## src/rtl/hazard_pkg.sv

```systemverilog
// Shared types for the pipeline hazard tracker: forwarding-select encoding
// and the default register-address width.
package hazard_pkg;

    localparam int REG_AW_DEFAULT = 5;

    typedef enum logic [1:0] {
        FWD_RF = 2'b00,
        FWD_W  = 2'b01,
        FWD_M  = 2'b10
    } fwd_sel_t;

endpackage

```

## src/rtl/hazard_tracker_if.sv

```systemverilog
// Decode-stage hazard inputs and stall/flush/forward controls between the
// pipeline and the hazard tracker.
interface hazard_tracker_if #(
    parameter int REG_AW = hazard_pkg::REG_AW_DEFAULT,
    parameter int CNT_W  = 16
);
    import hazard_pkg::*;

    logic [REG_AW-1:0] Rs1D;
    logic [REG_AW-1:0] Rs2D;
    logic [REG_AW-1:0] RdD;
    logic              RegWriteD;
    logic              LoadD;
    logic              PCSrcE;
    logic              MemStallM;
    fwd_sel_t          ForwardAE;
    fwd_sel_t          ForwardBE;
    logic              StallF;
    logic              StallD;
    logic              FlushD;
    logic              FlushE;
    logic [CNT_W-1:0]  StallCount;

    // Pipeline side drives decode fields and control events; tracker answers.
    modport master (
        output Rs1D, Rs2D, RdD, RegWriteD, LoadD, PCSrcE, MemStallM,
        input  ForwardAE, ForwardBE, StallF, StallD, FlushD, FlushE, StallCount
    );

    modport slave (
        input  Rs1D, Rs2D, RdD, RegWriteD, LoadD, PCSrcE, MemStallM,
        output ForwardAE, ForwardBE, StallF, StallD, FlushD, FlushE, StallCount
    );

endinterface

```

## src/rtl/hazard_tracker_fwd_sel.sv

```systemverilog
// One execute-operand forwarding select; the memory-stage producer is newer
// than the writeback-stage one, so it wins when both match.
module fwd_sel
    import hazard_pkg::*;
#(
    parameter int AW = REG_AW_DEFAULT
) (
    input  logic [AW-1:0] rs_e,
    input  logic [AW-1:0] rd_m,
    input  logic          reg_write_m,
    input  logic [AW-1:0] rd_w,
    input  logic          reg_write_w,
    output fwd_sel_t      sel
);

    always_comb begin
        sel = FWD_RF;
        if (reg_write_m && (rd_m != '0) && (rd_m == rs_e)) begin
            sel = FWD_M;
        end else if (reg_write_w && (rd_w != '0) && (rd_w == rs_e)) begin
            sel = FWD_W;
        end
    end

endmodule

```

## src/rtl/hazard_tracker.sv

```systemverilog
// Five-stage pipeline hazard unit: tracks E/M/W register usage, produces
// forwarding selects, load-use stalls, branch flushes and a stall counter.
module hazard_tracker
    import hazard_pkg::*;
#(
    parameter int REG_AW = REG_AW_DEFAULT,
    parameter int CNT_W  = 16
) (
    input  logic             clk,
    input  logic             rst,
    hazard_tracker_if.slave  hz
);

    logic [REG_AW-1:0] rs1_e, rs2_e, rd_e, rd_m, rd_w;
    logic              we_e, ld_e, we_m, we_w;
    logic [CNT_W-1:0]  stall_cnt;
    fwd_sel_t          fwd_a, fwd_b;
    logic              load_use, flush_br, stall_lu, bubble_e;

    // Memory stall outranks a taken branch, which outranks a load-use stall.
    always_comb begin
        load_use = ld_e && we_e && (rd_e != '0) &&
                   ((rd_e == hz.Rs1D) || (rd_e == hz.Rs2D));
        flush_br = !hz.MemStallM && hz.PCSrcE;
        stall_lu = !hz.MemStallM && !hz.PCSrcE && load_use;
        bubble_e = flush_br || stall_lu;
    end

    fwd_sel #(.AW(REG_AW)) u_fwd_a (
        .rs_e        (rs1_e),
        .rd_m        (rd_m),
        .reg_write_m (we_m),
        .rd_w        (rd_w),
        .reg_write_w (we_w),
        .sel         (fwd_a)
    );

    fwd_sel #(.AW(REG_AW)) u_fwd_b (
        .rs_e        (rs2_e),
        .rd_m        (rd_m),
        .reg_write_m (we_m),
        .rd_w        (rd_w),
        .reg_write_w (we_w),
        .sel         (fwd_b)
    );

    assign hz.ForwardAE  = rst ? FWD_RF : fwd_a;
    assign hz.ForwardBE  = rst ? FWD_RF : fwd_b;
    assign hz.StallF     = !rst && (hz.MemStallM || stall_lu);
    assign hz.StallD     = !rst && (hz.MemStallM || stall_lu);
    assign hz.FlushD     = !rst && flush_br;
    assign hz.FlushE     = !rst && bubble_e;
    assign hz.StallCount = stall_cnt;

    always_ff @(posedge clk or posedge rst) begin
        if (rst) begin
            rs1_e <= '0;
            rs2_e <= '0;
            rd_e  <= '0;
            we_e  <= 1'b0;
            ld_e  <= 1'b0;
            rd_m  <= '0;
            we_m  <= 1'b0;
            rd_w  <= '0;
            we_w  <= 1'b0;
        end else if (!hz.MemStallM) begin
            rd_w <= rd_m;
            we_w <= we_m;
            rd_m <= rd_e;
            we_m <= we_e;
            if (bubble_e) begin
                rs1_e <= '0;
                rs2_e <= '0;
                rd_e  <= '0;
                we_e  <= 1'b0;
                ld_e  <= 1'b0;
            end else begin
                rs1_e <= hz.Rs1D;
                rs2_e <= hz.Rs2D;
                rd_e  <= hz.RdD;
                we_e  <= hz.RegWriteD;
                ld_e  <= hz.LoadD;
            end
        end
    end

    // Saturating count of load-use bubbles.
    always_ff @(posedge clk or posedge rst) begin
        if (rst) begin
            stall_cnt <= '0;
        end else if (stall_lu && (stall_cnt != '1)) begin
            stall_cnt <= stall_cnt + CNT_W'(1);
        end
    end

endmodule

```

## src/flat_wrapper.sv

```systemverilog
// flat-port wrapper written by rule: the top's interface ports become plain ports
module hazard_tracker_flat import hazard_pkg::*;
#(
    parameter int REG_AW = REG_AW_DEFAULT,
    parameter int CNT_W  = 16
)
  (clk, rst, hz_Rs1D, hz_Rs2D, hz_RdD, hz_RegWriteD, hz_LoadD, hz_PCSrcE, hz_MemStallM, hz_ForwardAE, hz_ForwardBE, hz_StallF, hz_StallD, hz_FlushD, hz_FlushE, hz_StallCount);
  hazard_tracker_if #(.REG_AW(REG_AW), .CNT_W(CNT_W)) hz_i ();
  input  logic clk;
  input  logic rst;
  input wire logic [$bits(hz_i.Rs1D)-1:0] hz_Rs1D;
  input wire logic [$bits(hz_i.Rs2D)-1:0] hz_Rs2D;
  input wire logic [$bits(hz_i.RdD)-1:0] hz_RdD;
  input wire logic [$bits(hz_i.RegWriteD)-1:0] hz_RegWriteD;
  input wire logic [$bits(hz_i.LoadD)-1:0] hz_LoadD;
  input wire logic [$bits(hz_i.PCSrcE)-1:0] hz_PCSrcE;
  input wire logic [$bits(hz_i.MemStallM)-1:0] hz_MemStallM;
  output wire logic [$bits(hz_i.ForwardAE)-1:0] hz_ForwardAE;
  output wire logic [$bits(hz_i.ForwardBE)-1:0] hz_ForwardBE;
  output wire logic [$bits(hz_i.StallF)-1:0] hz_StallF;
  output wire logic [$bits(hz_i.StallD)-1:0] hz_StallD;
  output wire logic [$bits(hz_i.FlushD)-1:0] hz_FlushD;
  output wire logic [$bits(hz_i.FlushE)-1:0] hz_FlushE;
  output wire logic [$bits(hz_i.StallCount)-1:0] hz_StallCount;
  assign hz_i.Rs1D = hz_Rs1D;
  assign hz_i.Rs2D = hz_Rs2D;
  assign hz_i.RdD = hz_RdD;
  assign hz_i.RegWriteD = hz_RegWriteD;
  assign hz_i.LoadD = hz_LoadD;
  assign hz_i.PCSrcE = hz_PCSrcE;
  assign hz_i.MemStallM = hz_MemStallM;
  assign hz_ForwardAE = hz_i.ForwardAE;
  assign hz_ForwardBE = hz_i.ForwardBE;
  assign hz_StallF = hz_i.StallF;
  assign hz_StallD = hz_i.StallD;
  assign hz_FlushD = hz_i.FlushD;
  assign hz_FlushE = hz_i.FlushE;
  assign hz_StallCount = hz_i.StallCount;
  hazard_tracker #(.REG_AW(REG_AW), .CNT_W(CNT_W)) u_core (.clk(clk), .rst(rst), .hz(hz_i));
endmodule
```

## config.mk

```make
export PLATFORM = sky130hd
export DESIGN_NAME = hazard_tracker_flat
export DESIGN_NICKNAME = d
export VERILOG_FILES = /design/src/rtl/hazard_pkg.sv /design/src/rtl/hazard_tracker_if.sv /design/src/rtl/hazard_tracker_fwd_sel.sv /design/src/rtl/hazard_tracker.sv /design/src/flat_wrapper.sv
export SDC_FILE = /design/constraint.sdc
export NUM_CORES = 1
export LEC_CHECK = 0
export CELL_PAD_IN_SITES_DETAIL_PLACEMENT = 1
export CELL_PAD_IN_SITES_GLOBAL_PLACEMENT = 1
export CORE_MARGIN = 4
export CORE_UTILIZATION = 25
export DETAILED_ROUTE_END_ITERATION = 8
export HOLD_SLACK_MARGIN = 0.03
export MAX_ROUTING_LAYER = met4
export PLACE_DENSITY_LB_ADDON = 0.1
export SLEW_MARGIN = 20
export SYNTH_ARGS = -nofsm -noshare
export SYNTH_HDL_FRONTEND = slang
export SYNTH_SLANG_ARGS = --single-unit
export TNS_END_PERCENT = 50
```

## constraint.sdc

```tcl
create_clock -name clk -period 3.8 [get_ports clk]
set_input_delay 0.76 -clock clk [delete_from_list [all_inputs] [get_ports clk]]
set_output_delay 0.76 -clock clk [all_outputs]
set_load 0.005 [all_outputs]
```

==> flow_results.org, run 1 <==
** Run status
- Run status :: completed

** Power and ir drop
- Combinational logic burns ~14% of the power.
- Per report_power, the sequential group accounts for around half of the total.
- Max rail drop VDD :: between 0.15 and 0.2 mV
- Switch share :: 24.68%
- Power spread over the standard cell area amounts to roughly 380 mW/mm².
- In this run, the clock network consumes a little under two fifths of the power.
- Cell internal power was estimated by the tool at about 0.86 mW.
- Summed over all cells, the static leakage comes to roughly 1.2 nW.
- In this run the power spent charging and discharging nets is roughly 0.28 mW.

** Layout
- Ant. Diodes :: 0
- Cells with a size suffix above 1 make up 15.51% of the layout.
- Net total in the final layout :: 266
- Layout filler cell count :: 959
- Area growth, synth to finish :: 30.48%

** Global routing
- For met2 alone, demand over resource in global routing was a little under a fifth.
- Met1 Use GR :: 17.65%
- Met3 Usage GRT :: approximately 2.2%
- The first global-routing pass estimated 10.56 mm of wire.
- Entering global routing, the biggest net connects 46 pins.
- Global routing consumed, over all layers together, roughly an eighth of the routing resources.
- Number of antenna violations at the first check in global routing :: 0
- Global routing finished with a remaining overflow of 0.
- met2 is the most crowded layer.
- The via count of the first global-routing pass was between 1500 and 2000.

** Setup path
- Data arrival time of the critical path :: ~2.7 ns
- The worst setup path is launched from an input pin.
- The critical path is of the in -> out type.
- Data on the critical path is required at its endpoint by 3.04 ns.
- STA classifies the critical path endpoint as an output pin.
- In this run the worst path has a maximum fanout of 3.

** Logic synthesis
- In the synthesized netlist the dominant register cell turns out to be dfrtp_1.
- In the synthesized netlist, mux cells make up under 10% of the area.
- Synthesis produced a netlist whose cell count is between 150 and 200.
- Synth Area per Inst :: approximately 12 µm²
- The synthesized netlist devotes less than 1% of its cell area to adder and majority cells.
- Number of warning messages in the yosys log :: 0
- Counting instances in the post-synthesis netlist gives the leading cell types as dfrtp_1 (45), xnor2_1 (35), mux2_2 (13), nand3_1 (11), nand4_1 (11).
- Most frequently used cell type in the post-synthesis netlist :: dfrtp_1
- Area fraction in compound gates after synthesis :: about a tenth
- Largest family of logic cells by synthesized area :: XOR/XNOR gates
- Counting flops with a built-in enable in the synthesized netlist gives 0.
- The synthesized design contains between 40 and 50 register bits.
- Of the post-synthesis cell area, the dominant cell type holds 49.07%.
- Summing the sequential cell areas from Yosys gives about half of the chip area.
- Of all flip-flops after synthesis, the portion carrying an async set or reset was 100.0%.
- Leading post-synthesis cells by cell area :: dfrtp_1 (49%), xnor2_1 (13%), mux2_2 (6.4%)
- Summing the areas of all xor and xnor instances in the mapped netlist gives between 10% and 20% of the synthesized area.
- Simple-Gate Fraction of Synth Area :: roughly 14%
- Library cell with the largest summed area after synthesis :: dfrtp_1
- Synthesized netlist net count :: between 200 and 250
- The cell area that synthesis handed to floorplanning was 0.002295 mm².
- Yosys mapped the design onto 33 distinct sky130hd cell types.

** Route
- Detail Route Antenna Nets :: 0
- Drt wl/cell :: about 17 µm
- First DRT Iteration DRCs :: 50
- For this run, design rule violations remaining after detail routing come to 0.
- The first TritonRoute pass finished after 4 iterations.
- Vias per cell :: about 5
- WL final :: 6.145 mm
- Summing over every cut layer, the via total after detailed routing is 1740.

** Floorplanning
- Floorplan die width :: slightly above 100 µm
- Pin placement for this block handled 45 I/O pins.
- The die covers ~0.011 mm².
- Starting density of the core :: about a quarter
- Vertical die dimension :: about 100 µm
- The core region is roughly 0.0088 mm².
- Number of rows in the core area :: 34

** Clock network
- Once the clock tree was built, the resizer swapped 0 gates to a different size.
- In this run, post-CTS hold repair placed 0 buffers.
- Library cell used as clock root buffer :: clkbuf_8
- Clock tree from TritonCTS :: done
- The clock tree synthesis step divided the H-tree into 2 levels.
- Clk sinks :: 45
- The later pin in the worst-skew pair is clocked with a latency of 0.30 ns.
- Buffers inserted during clock tree synthesis total 5.
- After clock tree synthesis, the setup repair step added 0 buffers.
- In this run the deepest clock path goes through 2 buffers.
- Clock-pin slew was measured on the worst setup and hold paths at about 0.090 ns.

** Min path
- In this run the worst hold path is classified as reg -> reg.

** STA
- Measured against its own limit, the worst slew margin works out to a little under 60%.
- Final hold violation count :: 0
- Sum of negative setup slack :: 0 ns
- The smallest clock period supported by the final layout is computed as between 3 and 4 ns.
- Timing would allow up to 292.0 MHz.
- Final hold analysis gives a worst-case slack of 0.5057 ns.
- Tcrit/Tclk final :: 90.12%
- Worst Max-Slew Pin Slew :: 0.6055 ns
- Setup violations remaining at the end of the flow were counted as 0.
- Worst Clk Skew :: between 0.007 and 0.008 ns
- The final number of max-transition violations came to 0.
- RSZ-0062 raised after global routing :: false

** Place
- Final weighted congestion in routability-driven placement :: a little over 0.7
- DPL Wire Length :: around 4.6 mm
- I/O Buffers :: between 40 and 50

** Flow run
- Max-cap violations in this run came to 0.
## layout by cell type, fill, tap and decap left out, drive strengths merged, types with 5 or more instances in the layout
master	n
or4	5
nor2	5
mux2	13
nand3	11
nor4	5
xor2	10
a32o	17
xnor2	35
dfrtp	45
nand2	7
clkdlybuf4s50	44
nand4	11
clkbuf	5
buf	6
## cell families after synthesis
family          Yosys count
buf+inv                  12
fa+ha+maj                 1
simple gates             56
xor+xnor                 45
flops                    45
mux                      13
compound gates           23
## flip-flops by register name (all words and copies together) (netlist names)
register / count
u_core.rd_w: 5
u_core.rd_e: 5
u_core.rs1_e: 5
u_core.hz.StallCount: 16
u_core.ld_e: 1
u_core.we_w: 1
u_core.rs2_e: 5
u_core.we_m: 1
u_core.rd_m: 5
u_core.we_e: 1
## power groups by stage
stage | registers [mW] | clock network, mW | logic (mW)
global placement | 0.565 | 0 | 0.167
floorplan | 0.549 | 0 | 0.109
finish | 0.554 | 0.428 | 0.164
global route | 0.561 | 0.461 | 0.185
CTS | 0.556 | 0.447 | 0.169
detailed placement | 0.566 | 0 | 0.169
## per-layer routing
layer,up-vias,wire length (µm)
met4,0,58
met2,27,2786
li1,821,-
met3,6,131
met1,886,3170
met5,-,0
## stage by stage
| step | worst slack (ns) | util, % | instances | area (µm²) | power [mW] |
|---|---|---|---|---|---|
| after floorplan | 0.3499 | - | 195 | 2295 | 0.6580 |
| after global placement | 0.3698 | 32.48 | 345 | 2860 | 0.7329 |
| after detailed placement | 0.3508 | 32.48 | 345 | 2860 | 0.7344 |
| after CTS | 0.3328 | 34.00 | 353 | 2994 | 1.172 |
| after global routing | 0.09558 | 34.00 | 353 | 2994 | 1.207 |
| final | 0.3753 | 34.00 | 353 | 2994 | 1.147 |
## worst max-delay path: stages
cell             delay (ns)
clkdlybuf4s50_1        0.51
xnor2_1                0.13
nand3_1                0.10
o22ai_1                0.25
nand2b_1               0.14
a21oi_1                0.23
clkdlybuf4s50_1        0.54
## area by class of cell
class	count	area, µm²	share of cell area, %
Tap cell	108	135.1	4.513
Timing Repair Buffer	50	485.5	16.21
Sequential cell	45	1126	37.61
Clock buffer	5	68.82	2.298
Inverter	4	15.01	0.5015
Clock inverter	3	65.06	2.173
Multi-Input combinational cell	138	1099	36.69
## final timing paths
check / slack (ns) / start / to / cells after the start
min in group asynchronous: 0.98 / rst / u_core.rd_w[0]$_DFFE_PP0N_ / 3
worst min-delay path: 0.51 / u_core.hz.StallCount[15]$_DFFE_PP0P_ / u_core.hz.StallCount[15]$_DFFE_PP0P_ / 1
max in group asynchronous: 2.41 / rst / u_core.hz.StallCount[5]$_DFFE_PP0P_ / 3
worst max register to register: 1.67 / u_core.rd_e[2]$_DFFE_PP0N_ / u_core.hz.StallCount[1]$_DFFE_PP0P_ / 5
worst max-delay path: 0.38 / hz_Rs2D[2] / hz_StallF / 7
worst min register to register: 0.51 / u_core.hz.StallCount[15]$_DFFE_PP0P_ / u_core.hz.StallCount[15]$_DFFE_PP0P_ / 1
Power figures use the tool's default switching activity.
==> run 2: changes to the inputs <==
--- a/config.mk
+++ b/config.mk
@@ -13,7 +13,6 @@
 export HOLD_SLACK_MARGIN = 0.03
 export MAX_ROUTING_LAYER = met4
 export PLACE_DENSITY_LB_ADDON = 0.1
-export SLEW_MARGIN = 20
 export SYNTH_ARGS = -nofsm -noshare
 export SYNTH_HDL_FRONTEND = slang
 export SYNTH_SLANG_ARGS = --single-unit
==> results of run 2 <==
Final layout, timing and power as in run 1 (identical DEF).
